$ cat config.mk
export PLATFORM = sky130hd
export DESIGN_NAME = pm_fetch_sequencer_flat
export DESIGN_NICKNAME = d
export VERILOG_FILES = /design/src/rtl/pm_fetch_sequencer_if.sv /design/src/rtl/pm_fetch_sequencer.sv /design/src/flat_wrapper.sv
export SDC_FILE = /design/constraint.sdc
export NUM_CORES = 1
export LEC_CHECK = 0
export ABC_AREA = 1
export CAP_MARGIN = 20
export CORE_UTILIZATION = 40
export CTS_CLUSTER_DIAMETER = 120
export DETAILED_ROUTE_END_ITERATION = 8
export GPL_TIMING_DRIVEN = 0
export PLACE_DENSITY = 0.63
export SETUP_SLACK_MARGIN = 0.5
export SLEW_MARGIN = 20
export SYNTH_ARGS = -nofsm -noshare
export SYNTH_HDL_FRONTEND = slang
export SYNTH_SLANG_ARGS = --single-unit
$ cat constraint.sdc
create_clock -name clk -period 2.2 [get_ports clk]
set_input_delay 0.22 -clock clk [delete_from_list [all_inputs] [get_ports clk]]
set_output_delay 0.22 -clock clk [all_outputs]
set_load 0.02 [all_outputs]
$ cat src/rtl/pm_fetch_sequencer_if.sv
// Fetch-path bundle: PC-side request, SROM address/data, and decoder hand-off.
// The slave modport is the sequencer's view; master is the surrounding datapath.
interface pm_fetch_sequencer_if #(
  parameter int ADDR_W = 8,
  parameter int DATA_W = 8
);
  logic              fetch_valid;
  logic              fetch_ready;
  logic [ADDR_W-1:0] fetch_addr;
  logic              flush;
  logic [ADDR_W-1:0] pm_addr;
  logic [DATA_W-1:0] pm_data;
  logic              instr_valid;
  logic              instr_ready;
  logic [DATA_W-1:0] instr_out;

  modport master (
    output fetch_valid, fetch_addr, flush, pm_data, instr_ready,
    input  fetch_ready, pm_addr, instr_valid, instr_out
  );

  modport slave (
    input  fetch_valid, fetch_addr, flush, pm_data, instr_ready,
    output fetch_ready, pm_addr, instr_valid, instr_out
  );
endinterface

$ cat src/rtl/pm_fetch_sequencer.sv
// Multicycle program-memory fetch controller: launches an SROM read, waits for the
// slow delay chain to settle, then hands the captured instruction to the decoder.
module pm_fetch_sequencer #(
  parameter int ADDR_W        = 8,
  parameter int DATA_W        = 8,
  parameter int SETTLE_CYCLES = 3,
  parameter int CNT_W         = 16
) (
  input  logic             clk,
  input  logic             reset_n,
  pm_fetch_sequencer_if.slave bus,
  output logic             busy,
  output logic [CNT_W-1:0] fetch_count
);

  localparam logic [1:0] IDLE   = 2'd0;
  localparam logic [1:0] LAUNCH = 2'd1;
  localparam logic [1:0] SETTLE = 2'd2;
  localparam logic [1:0] DONE   = 2'd3;

  localparam logic [7:0] SETTLE_INIT = 8'(SETTLE_CYCLES - 1);

  logic [1:0]        state;
  logic [7:0]        settle_cnt;
  logic [ADDR_W-1:0] pm_addr_q;
  logic [DATA_W-1:0] instr_q;
  logic              instr_valid_q;
  logic              fetch_ready_c;
  logic              accept;

  // A new request may enter while idle, or in the same cycle the decoder drains DONE.
  always_comb begin
    fetch_ready_c = 1'b0;
    if (reset_n && !bus.flush) begin
      fetch_ready_c = (state == IDLE) || ((state == DONE) && bus.instr_ready);
    end
  end

  assign accept          = bus.fetch_valid && fetch_ready_c;
  assign bus.fetch_ready = fetch_ready_c;
  assign bus.pm_addr     = pm_addr_q;
  assign bus.instr_out   = instr_q;
  assign bus.instr_valid = instr_valid_q;
  assign busy            = (state != IDLE);

  always_ff @(posedge clk or negedge reset_n) begin
    if (!reset_n) begin
      state         <= IDLE;
      settle_cnt    <= 8'd0;
      pm_addr_q     <= '0;
      instr_q       <= '0;
      instr_valid_q <= 1'b0;
      fetch_count   <= '0;
    end else if (bus.flush) begin
      // Flush aborts everything but leaves the address and last instruction in place.
      state         <= IDLE;
      instr_valid_q <= 1'b0;
      settle_cnt    <= 8'd0;
    end else begin
      case (state)
        IDLE: begin
          if (accept) begin
            pm_addr_q <= bus.fetch_addr;
            state     <= LAUNCH;
          end
        end
        LAUNCH: begin
          settle_cnt <= SETTLE_INIT;
          state      <= SETTLE;
        end
        SETTLE: begin
          if (settle_cnt == 8'd0) begin
            instr_q       <= bus.pm_data;
            instr_valid_q <= 1'b1;
            state         <= DONE;
          end else begin
            settle_cnt <= settle_cnt - 8'd1;
          end
        end
        DONE: begin
          if (bus.instr_ready) begin
            fetch_count   <= fetch_count + CNT_W'(1);
            instr_valid_q <= 1'b0;
            if (accept) begin
              pm_addr_q <= bus.fetch_addr;
              state     <= LAUNCH;
            end else begin
              state <= IDLE;
            end
          end
        end
        default: state <= IDLE;
      endcase
    end
  end

endmodule

$ cat src/flat_wrapper.sv
// flat-port wrapper written by rule: the top's interface ports become plain ports
module pm_fetch_sequencer_flat 
#(
  parameter int ADDR_W        = 8,
  parameter int DATA_W        = 8,
  parameter int SETTLE_CYCLES = 3,
  parameter int CNT_W         = 16
)
  (clk, reset_n, busy, fetch_count, bus_fetch_valid, bus_fetch_addr, bus_flush, bus_pm_data, bus_instr_ready, bus_fetch_ready, bus_pm_addr, bus_instr_valid, bus_instr_out);
  pm_fetch_sequencer_if #(.ADDR_W(ADDR_W), .DATA_W(DATA_W)) bus_i ();
  input  logic clk;
  input  logic reset_n;
  output logic busy;
  output logic [CNT_W-1:0] fetch_count;
  input wire logic [$bits(bus_i.fetch_valid)-1:0] bus_fetch_valid;
  input wire logic [$bits(bus_i.fetch_addr)-1:0] bus_fetch_addr;
  input wire logic [$bits(bus_i.flush)-1:0] bus_flush;
  input wire logic [$bits(bus_i.pm_data)-1:0] bus_pm_data;
  input wire logic [$bits(bus_i.instr_ready)-1:0] bus_instr_ready;
  output wire logic [$bits(bus_i.fetch_ready)-1:0] bus_fetch_ready;
  output wire logic [$bits(bus_i.pm_addr)-1:0] bus_pm_addr;
  output wire logic [$bits(bus_i.instr_valid)-1:0] bus_instr_valid;
  output wire logic [$bits(bus_i.instr_out)-1:0] bus_instr_out;
  assign bus_i.fetch_valid = bus_fetch_valid;
  assign bus_i.fetch_addr = bus_fetch_addr;
  assign bus_i.flush = bus_flush;
  assign bus_i.pm_data = bus_pm_data;
  assign bus_i.instr_ready = bus_instr_ready;
  assign bus_fetch_ready = bus_i.fetch_ready;
  assign bus_pm_addr = bus_i.pm_addr;
  assign bus_instr_valid = bus_i.instr_valid;
  assign bus_instr_out = bus_i.instr_out;
  pm_fetch_sequencer #(.ADDR_W(ADDR_W), .DATA_W(DATA_W), .SETTLE_CYCLES(SETTLE_CYCLES), .CNT_W(CNT_W)) u_core (.clk(clk), .reset_n(reset_n), .bus(bus_i), .busy(busy), .fetch_count(fetch_count));
endmodule
==> results of run 1 <==
## cell usage in the layout (no fill, tap or decap), drive strengths merged, types with 7 or more instances in the layout
master and count:
inv 42, ha 7, o21ai 23, nor2 36
nand2 98, dfrtp 43, buf 14, clkbuf 7
nand3 17, clkdlybuf4s50 51
## metrics by stage
stage | util [%] | total power [mW] | setup slack, ns | hold WS (ns) | TNS [ns]
finish | 58.74 | 3.358 | 0.5698 | 0.2607 | 0
global route | 58.74 | 3.604 | 0.4808 | 0.2870 | 0
CTS | 56.26 | 3.267 | 0.3063 | 0.2306 | 0
detailed placement | 53.56 | 2.650 | 0.2171 | 0.1582 | 0
global placement | 53.28 | 2.633 | -1.374 | 0.4615 | -28.92
floorplan | - | 2.046 | 0.5075 | -0.07559 | 0
## routing by layer
metal  vias up  global-route usage, %
li1       1069                      -
met1       935                  23.91
met2        56                  28.50
met3         7                  5.176
met4         0                  8.302
met5         -                      0
## timing repair
| action | 4_1_cts | 5_1_grt |
|---|---|---|
| buffers inserted | 2 | 6 |
| pin swaps | 1 | 4 |
| gates resized for setup | 8 | 24 |
| endpoints found under the hold margin | 12 | 0 |
| endpoints found under the setup margin | 34 | 38 |
| hold buffers | 2 | 0 |
## synth_stat cells
master and n:
nor2_1 33, o21ai_2 2, nand4_1 4, nand2_2 5
xnor2_1 4, xor2_1 6, a211oi_1 1, or2_2 1
nor2_4 1, inv_1 41, dfrtp_1 43, nor2_2 2
nand3b_1 2, a21oi_1 4, a21boi_2 1, inv_2 1
buf_6 2, buf_2 1, o21ai_0 21, nor3_1 5
nand2_1 93, nand3_1 17, a21oi_4 1, ha_1 7
## sequential cells by signal (all words and copies together), names as in the netlist
| name | cells |
|---|---|
| u_core.bus.pm_addr | 8 |
| u_core.settle_cnt | 8 |
| u_core.bus.instr_valid | 1 |
| u_core.fetch_count | 16 |
| u_core.bus.instr_out | 8 |
| u_core.state | 2 |
## how the worst min path moves through the flow
stage,start,endpoint,cells past startpoint
3_5_place_dp,reset_n,u_core.settle_cnt[6],1
2_1_floorplan,reset_n,u_core.bus.instr_out[0],0
6_report,bus_flush,u_core.settle_cnt[7],4
3_3_place_gp,u_core.bus.instr_out[1],u_core.bus.instr_out[1],2
4_1_cts,bus_flush,u_core.settle_cnt[7],4
5_1_grt,bus_flush,u_core.settle_cnt[7],4
## power breakdown
group | total, mW | switching [mW] | internal, mW | leakage (nW)
clock network | 0.567 | 0.281 | 0.286 | 0.0505
logic | 1.60 | 0.889 | 0.711 | 0.932
registers | 1.19 | 0.170 | 1.02 | 0.566
## kinds of logic (layout without fill, tap and decap cells)
| kind of cell | count (synthesis) | count (layout) | share of synthesized area, % |
|---|---|---|---|
| flops | 43 | 43 | 46.82 |
| xor+xnor | 10 | 10 | 3.810 |
| compound gates | 30 | 30 | 7.730 |
| buf+inv | 45 | 118 | 8.056 |
| simple gates | 163 | 163 | 29.78 |
| fa+ha+maj | 7 | 7 | 3.810 |
## area by class of cell
type | instances | area, um^2 | area share [%]
buffer | 3 | 33.78 | 1.044
clock buffer | 7 | 96.34 | 2.979
clock inverter | 1 | 7.507 | 0.2321
inverter | 42 | 160.2 | 4.952
multi-input combinational | 210 | 1120 | 34.62
sequential | 43 | 1079 | 33.35
tap | 72 | 90.09 | 2.785
timing repair buffer | 65 | 648.1 | 20.04
## worst register-to-register path: stages (launching register included)
cell      delay (ns)
dfrtp_2         0.46
inv_4           0.10
ha_2            0.23
inv_2           0.10
nand3b_1        0.09
a21boi_4        0.20
buf_4           0.16
inv_1           0.06
nand2_1         0.06
nand2_1         0.06
==> summary.txt, run 1 <==
Drt
  – Initial drt markers: 100
  – DRC viols: 0
  – Met3 wire len: roughly 320 um
  – Vias per cell: between 4 and 5
  – First-pass detailed-route iteration total: 4
  – Met1 WL: ~2.4 mm
  – Max layer used: met4
  – DRT Wirelength: between 5 and 6 mm
  – Final ANT Viol Nets: 0
  – Met2 wire length: 2.382 mm
  – WL/cell: roughly 12 um
  – Routed vias: about 2100

STA
  – Setup Skew: between 0.007 and 0.008 ns
  – Fmax achieved: 0.6134 GHz
  – Final Max Slew Viols: 0
  – Final Setup Violations: 0
  – Post-route minimum period: between 1.5 and 2 ns
  – Unrepaired setup endpoints after global routing: yes
  – Worst relative slew slack: ~64%
  – Worst-Margin Slew: roughly 0.53 ns
  – Ratio of final minimum period to clock period: 74.10%
  – Hold Vio Cnt, Final: 0

Worst setup path
  – CP max-delay cell: dfrtp_2
  – Crit path launch: u_core.state[0]
  – Startpoint Class: register
  – Reg-to-Reg Start: u_core.state[0]
  – Worst Path Max Fanout: 4
  – CP Capture Type: output pin
  – Reg2reg end: u_core.settle_cnt[7]
  – Reg2Reg Depth: 9
  – Critical-path cell list: inv_4 > ha_4 > inv_2 > nand2_1 > nand2_2 > nor2_4 > buf_6
  – Crit path largest cell delay: 0.46 ns
  – Crit Path Category: reg2out
  – CP delay by family, top: flip-flops
  – R2r setup slk: 0.59 ns
  – Crit path buffers/inverters: 3
  – Stages on the worst setup path: 7
  – Crit path to: bus_fetch_ready
  – CP Data Required Time: about 2.0 ns
  – Critical path arrival: about 1.4 ns

Floorplanning
  – Rows: 27
  – Core area: 0.005507 mm^2
  – Starting Density: between 40% and 50%
  – Chip Height: just under 80 um
  – Ports: 56
  – Die W: roughly 80 um
  – Full die area: 0.006054 mm^2

Synthesis
  – Cell variety after synth: 24
  – Post-synthesis cell area: between 0.002 and 0.0025 mm^2
  – Syn_nets: around 330
  – Synthesized flop and latch total: 43
  – Avg Cell Area, Syn: between 7 and 8 um^2
  – Synth warn: 0
  – Top post-synthesis cells by area: dfrtp_1 (47%), nand2_1 (15%), inv_1 (6.7%)
  – Gate Count Post-Synth: roughly 300
  – Top cell type's share of synthesized area: a little under half
  – Dominant cell type by area after synthesis: dfrtp_1
  – Post-synthesis sequential area ratio: roughly 47%

Layout
  – Area Overhead vs Synth: 40.72%
  – Fin cells: about 440
  – Nets: around 400
  – # fillers: about 520
  – Final antenna diode count: 0
  – Design area: about 0.0032 mm^2
  – Share of cells above drive strength 1: between 10% and 20%

Flow run
  – Maxcap violations: 0

Power and ir drop
  – Peak supply drop: between 700 and 800 uV
  – Power Density: 1038 mW/mm^2
  – Leak pwr: ~1.5 nW

Global route
  – First-pass GRT wire length: between 8 and 9 mm
  – GR Overflow Total: 0
  – All-Layer GR Usage: a little under a fifth
  – Vias in the first global route: ~2000
  – Pin count of the biggest net entering global routing: 32
  – Initial antenna violation count: 0

Hold path
  – HP Class: in2reg

Clock tree
  – CTS max path bufs: 2
  – CTS sink cnt: 43
  – CTS H-tree depth: 2
  – CTS tree: built
  – Clk_lat worst skew: 0.30 ns
  – Clock Pin Slew Worst Setup and Hold Paths: about 0.08 ns
  – Total CTS buffers: 5
  – Root buffer cell: clkbuf_8

Place
  – Placed cell area: around 0.003 mm^2
  – Inst Count DP: between 400 and 500
  – Port Buffers: 54
  – RD Place Congestion: a little under 0.8
  – Post-DP HPWL: roughly 3.6 mm

Outcome
  – Status: finished clean
No activity file was read; power rests on OpenSTA's default activity.
==> run 2: changes to the inputs <==
Settings changed: PLACE_DENSITY 0.63 to 0.65.
Clock period 2.2 ns to 1.4 ns, I/O delays scaled along.
==> summary.txt, run 2 (synthesis results as in run 1) <==
Floorplanning
  – Die W: 77.81 um (unchanged)
  – Ports: 56 (unchanged)
  – Full die area: 0.006054 mm^2 (unchanged)
  – Core area: 0.005507 mm^2 (unchanged)
  – Rows: 27 (unchanged)
  – Starting Density: 41.74% (unchanged)
  – Chip Height: 77.81 um (unchanged)

Layout
  – Max reg flops: 16 (unchanged)
  – Share of cells above drive strength 1: 49.51% (was 13.75%)
  – # fillers: 408 (was 516)
  – Commonest non-fill, non-tap cell in the layout: nand2_1 (unchanged)
  – Multi-input logic area: 0.001429 mm^2 (was 0.001120 mm^2)
  – Fin cells: 482 (was 443)
  – Most frequent cells in the layout: nand2_1 (65), buf_6 (53), buf_4 (32) (was nand2_1 (92), clkdlybuf4s50_1 (51), dfrtp_1 (41))
  – Design area: 0.004010 mm^2 (was 0.003234 mm^2)
  – Top reg by flops: u_core.fetch_count (unchanged)
  – Seq. cell area: 0.001096 mm^2 (was 0.001079 mm^2)
  – Nets: 437 (was 398)
  – Final antenna diode count: 0 (unchanged)
  – Area Overhead vs Synth: 74.47% (was 40.72%)

STA
  – Final Setup Violations: 33 (was 0)
  – Fmax achieved: around 0.63 GHz
  – Unrepaired setup endpoints after global routing: yes (unchanged)
  – Worst-Margin Slew: 0.4854 ns (was 0.5344 ns)
  – Post-route minimum period: around 1.6 ns
  – Setup Skew: 0.006476 ns (was 0.007821 ns)
  – Worst relative slew slack: 67.64% (was 64.25%)
  – Ratio of final minimum period to clock period: 114.1%
  – Final Max Slew Viols: 0 (unchanged)
  – Hold Vio Cnt, Final: 19 (was 0)
  – WHS: -0.2071 ns (was 0.2607 ns)
  – Worst setup margin: -0.1980 ns (was 0.5698 ns)

Outcome
  – Failing checks: hold timing, setup timing
  – Status: finished, violations left (was finished clean)

Worst setup path
  – Startpoint Class: register (unchanged)
  – Reg2Reg Depth: 11 (was 9)
  – CP Capture Type: register (was output pin)
  – Crit Path Category: reg2reg (was reg2out)
  – Crit path launch: u_core.state[1] (was u_core.state[0])
  – Reg-to-Reg Start: u_core.state[1] (was u_core.state[0])
  – Reg2reg end: u_core.bus.pm_addr[1] (was u_core.settle_cnt[7])
  – Worst Path Max Fanout: 5 (was 4)
  – CP Data Required Time: 1.63 ns (was 1.98 ns)
  – R2r setup slk: -0.20 ns (was 0.59 ns)
  – Critical path arrival: 1.83 ns (was 1.41 ns)

Place
  – Pre-CTS setup slack: -0.4313 ns (was 0.2171 ns)
  – Placed cell area: 0.003095 mm^2 (was 0.002949 mm^2)
  – Port Buffers: 54 (unchanged)
  – RD Place Congestion: 0.7967 (was 0.7693)
  – Post-DP HPWL: 3.719 mm (was 3.634 mm)
  – Inst Count DP: 425 (unchanged)

Clock tree
  – CTS max path bufs: 2 (unchanged)
  – CTS H-tree depth: 2 (unchanged)
  – CTS tree: built (unchanged)
  – CTS sink cnt: 43 (unchanged)
  – Root buffer cell: clkbuf_8 (unchanged)
  – Clock Pin Slew Worst Setup and Hold Paths: 0.09 ns (was 0.08 ns)
  – Total CTS buffers: 5 (unchanged)
  – Clk_lat worst skew: 0.30 ns (about the same)

Power and ir drop
  – NetSw: 2.640 mW (was 1.341 mW)
  – Sw Ratio: 38.59% (was 39.93%)
  – Peak supply drop: 1240 uV (was 741.0 uV)
  – Power Density: 1706 mW/mm^2 (was 1038 mW/mm^2)
  – Leak pwr: 1.938 nW (was 1.549 nW)
  – Comb power frac: 54.2% (was 47.7%)
  – Internal: 4.200 mW (was 2.017 mW)
  – Clock power frac: 17.1% (was 16.9%)
  – Seq pwr share: 28.7% (was 35.5%)

Drt
  – Final ANT Viol Nets: 0 (unchanged)
  – First-pass detailed-route iteration total: 4 (unchanged)
  – DRT Wirelength: 6.298 mm (was 5.151 mm)
  – Initial drt markers: 57 (was 100)
  – DRC viols: 0 (unchanged)
  – Routed vias: 2339 (was 2067)
  – WL/cell: 13.07 um (was 11.63 um)
  – Vias per cell: 4.853 (was 4.666)

Global route
  – Vias in the first global route: 2350 (was 1964)
  – Initial antenna violation count: 0 (unchanged)
  – Pin count of the biggest net entering global routing: 28 (was 32)
  – First-pass GRT wire length: 10.59 mm (was 8.769 mm)
  – GR Overflow Total: 0 (unchanged)
  – All-Layer GR Usage: 22.49% (was 18.46%)

Hold path
  – HP Class: in2async (was in2reg)

Flow run
  – Maxcap violations: 0 (unchanged)
run 2: cell count changes in the layout (fill, tap and decap cells not counted), moves of 14 or more:
cell and delta:
buf_4 +25, buf_6 +49, clkdlybuf4s50_1 -33, dfrtp_1 -14
dfrtp_2 +14, nand2_1 -27, nand2_2 +21, o21ai_0 -18
run 2: power groups by stage:
stage | clock network [mW] | logic (mW) | registers (mW)
floorplan | 0 | 1.19 | 2.22
global placement | 0 | 2.42 | 1.90
detailed placement | 0 | 2.47 | 1.89
CTS | 1.19 | 3.30 | 1.95
global route | 1.25 | 4.03 | 2.01
finish | 1.17 | 3.70 | 1.97
run 2: what timing repair did:
action | CTS | global route
buffers inserted | 37 | 10
resized for setup | 283 | 30
pin swaps | 27 | 13
cloned | 2 | 0
endpoints found under the hold margin | 19 | 19
setup endpoints to repair | 78 | 78
run 2: area by class of cell:
| cell class | count | area share (%) |
|---|---|---|
| clock buffer | 6 | 1.810 |
| multi-input combinational | 210 | 35.63 |
| tap | 72 | 2.246 |
| sequential | 43 | 27.33 |
| timing repair buffer | 104 | 26.15 |
| clock inverter | 2 | 1.498 |
| inverter | 42 | 4.493 |
| buffer | 3 | 0.8424 |
run 2: worst max-delay path, stage by stage (launching register included):
cell and delay, ns:
dfrtp_2 0.45, inv_2 0.10, ha_4 0.15, inv_4 0.04, nand2_4 0.06, nand2_4 0.06
nor2_4 0.13, nand2_2 0.07, a21oi_4 0.20, buf_6 0.15, nand2_2 0.04, o21ai_1 0.06
run 2: metrics by stage:
stage	power [mW]	TNS [ns]	util [%]	hold slack, ns
floorplan	3.404	-2.564	-	-0.1556
global placement	4.329	-76.36	55.94	0.4627
detailed placement	4.362	-9.762	56.21	0.1384
CTS	6.446	-2.421	69.08	-0.1991
global route	7.290	-7.072	72.82	-0.1867
finish	6.840	-4.068	72.82	-0.2071
run 2: worst max path at each step:
stage                            endpoint  slack, ns  depth (start not counted)
CTS                 u_core.bus.pm_addr[5]      -0.17                         10
floorplan           u_core.bus.pm_addr[0]      -0.22                         10
global placement          bus_fetch_ready      -1.88                          4
global route         u_core.settle_cnt[2]      -0.29                          9
detailed placement        bus_fetch_ready      -0.43                          5
finish              u_core.bus.pm_addr[1]      -0.20                         11
run 2: per-layer routing:
layer	vias to the layer above	global-route usage, %	part of all wire [%]
li1	1152	-	-
met2	49	38.94	52
met3	6	6.353	4.9
met1	1132	26.55	42
met5	-	0	0
met4	0	7.736	1.1
==> run 3: changes to the inputs <==
==> constraint.sdc (replaced) <==
create_clock -name clk -period 1.4 [get_ports clk]
set_input_delay 0.28 -clock clk [delete_from_list [all_inputs] [get_ports clk]]
set_output_delay 0.28 -clock clk [all_outputs]
set_load 0.02 [all_outputs]
==> summary.txt, run 3 (synthesis results as in run 1) <==
Outcome
  – Status: finished, violations left (unchanged)
  – Failing checks: hold timing, setup timing (unchanged)

Drt
  – Met2 wire length: 3.208 mm (was 3.260 mm)
  – DRC viols: 0 (unchanged)
  – Final ANT Viol Nets: 0 (unchanged)
  – Initial drt markers: 71 (was 57)
  – Routed vias: 2314 (was 2339)
  – WL/cell: 12.80 um (was 13.07 um)
  – Max layer used: met4 (unchanged)
  – Vias per cell: 4.801 (was 4.853)
  – Met3 wire len: 291 um (was 308 um)
  – Met1 WL: 2.590 mm (was 2.662 mm)
  – First-pass detailed-route iteration total: 4 (unchanged)
  – DRT Wirelength: 6.169 mm (was 6.298 mm)

Clock tree
  – CTS H-tree depth: 2 (unchanged)
  – Total CTS buffers: 5 (unchanged)
  – Root buffer cell: clkbuf_8 (unchanged)
  – Clock Pin Slew Worst Setup and Hold Paths: 0.09 ns (about the same)
  – Clk_lat worst skew: 0.31 ns (was 0.30 ns)
  – CTS sink cnt: 43 (unchanged)
  – CTS tree: built (unchanged)
  – CTS max path bufs: 2 (unchanged)

Layout
  – Commonest non-fill, non-tap cell in the layout: nand2_1 (unchanged)
  – Seq. cell area: 0.001096 mm^2 (unchanged)
  – Area Overhead vs Synth: 73.22% (was 74.47%)
  – Max reg flops: 16 (unchanged)
  – Most frequent cells in the layout: nand2_1 (65), buf_6 (51), buf_4 (33) (was nand2_1 (65), buf_6 (53), buf_4 (32))
  – Nets: 437 (unchanged)
  – Share of cells above drive strength 1: 49.27% (was 49.51%)
  – Multi-input logic area: 0.001410 mm^2 (was 0.001429 mm^2)
  – Final core occ: 72.30% (was 72.82%)
  – Final antenna diode count: 0 (unchanged)
  – # fillers: 410 (was 408)
  – Top reg by flops: u_core.fetch_count (unchanged)

Floorplanning
  – Starting Density: 41.74% (unchanged)
  – Full die area: 0.006054 mm^2 (unchanged)
  – Core area: 0.005507 mm^2 (unchanged)
  – Die W: 77.81 um (unchanged)
  – Ports: 56 (unchanged)
  – Rows: 27 (unchanged)
  – Chip Height: 77.81 um (unchanged)

STA
  – Fmax achieved: 0.6011 GHz (was 0.6258 GHz)
  – Unrepaired setup endpoints after global routing: yes (unchanged)
  – Worst setup margin: -0.2635 ns (was -0.1980 ns)
  – Hold Vio Cnt, Final: 19 (unchanged)
  – Worst-Margin Slew: 0.4799 ns (was 0.4854 ns)
  – Worst relative slew slack: 68.01% (was 67.64%)
  – Setup Skew: 0.008537 ns (was 0.006476 ns)
  – Final Max Slew Viols: 0 (unchanged)
  – TNS Setup: -4.555 ns (was -4.068 ns)
  – Post-route minimum period: 1.664 ns (was 1.598 ns)
  – Final Setup Violations: 34 (was 33)
  – Ratio of final minimum period to clock period: 118.8% (was 114.1%)
  – WHS: -0.07479 ns (was -0.2071 ns)

Worst setup path
  – Startpoint Class: register (unchanged)
  – Worst Path Max Fanout: 3 (was 5)
  – Critical path arrival: 1.38 ns (was 1.83 ns)
  – Crit Path Category: reg2out (was reg2reg)
  – CP Capture Type: output pin (was register)
  – CP Data Required Time: 1.12 ns (was 1.63 ns)

Power and ir drop
  – Leak pwr: 1.929 nW (was 1.938 nW)
  – Power Density: 1664 mW/mm^2 (was 1706 mW/mm^2)
  – Peak supply drop: 1122 uV (was 1240 uV)

Global route
  – Initial antenna violation count: 0 (unchanged)
  – Vias in the first global route: 2223 (was 2350)
  – First-pass GRT wire length: 9.777 mm (was 10.59 mm)
  – GR Overflow Total: 0 (unchanged)
  – All-Layer GR Usage: 20.73% (was 22.49%)
  – Pin count of the biggest net entering global routing: 28 (unchanged)

Flow run
  – Maxcap violations: 0 (unchanged)

Place
  – Post-DP HPWL: 3.719 mm (unchanged)
  – Pre-CTS setup slack: -0.7113 ns (was -0.4313 ns)
  – Port Buffers: 54 (unchanged)
  – RD Place Congestion: 0.7967 (unchanged)

Hold path
  – HP Class: in2async (unchanged)
run 3: worst paths after layout:
kind	startpoint	end	slack [ns]	depth (start not counted)
max reg2reg	u_core.state[0]	u_core.settle_cnt[2]	-0.19	9
min in group clk	bus_flush	u_core.settle_cnt[7]	0.29	4
min reg2reg	u_core.settle_cnt[7]	u_core.settle_cnt[7]	0.52	2
min	reset_n	u_core.bus.instr_out[1]	-0.07	1
max in group asynchronous	reset_n	u_core.state[1]	0.95	2
max	u_core.state[0]	bus_fetch_ready	-0.26	7
run 3: power by group:
part           switching [mW]  leakage [nW]  internal (mW)
sequential              0.349         0.544           1.61
clock                   0.455        0.0654          0.714
combinational            1.78          1.32           1.71
run 3: per-stage QoR:
stage | cell area (um^2) | power, mW | cells
detailed placement | 3095 | 4.362 | 425
floorplan | 2450 | 3.404 | 298
CTS | 3610 | 5.996 | 461
finish | 3981 | 6.624 | 482
global route | 3981 | 7.062 | 482
global placement | 3080 | 4.329 | 424
run 3: cell type report:
type | count | area share, %
clock inverter | 2 | 1.508
timing repair buffer | 103 | 25.96
inverter | 42 | 4.651
clock buffer | 6 | 1.823
buffer | 3 | 0.8485
multi-input combinational | 211 | 35.42
tap | 72 | 2.263
sequential | 43 | 27.53
run 3: what timing repair did:
| action | 4_1_cts | 5_1_grt |
|---|---|---|
| setup endpoints to repair | 78 | 78 |
| buffers inserted | 27 | 19 |
| endpoints found under the hold margin | 19 | 19 |
| pin swaps | 5 | 18 |
| resized for setup | 242 | 67 |
| gates cloned | 1 | 2 |
run 3: critical path, cell delays in order (launching register included):
cell     delay (ns)
dfrtp_2        0.46
inv_4          0.09
ha_4           0.15
inv_4          0.04
nand2_4        0.06
nand2_4        0.05
nor2_4         0.10
buf_6          0.13
run 3: metal layers:
metal	global-route usage (%)	vias up
li1	-	1154
met1	24.54	1100
met2	34.87	53
met3	6.000	7
met4	8.868	0
met5	0	-
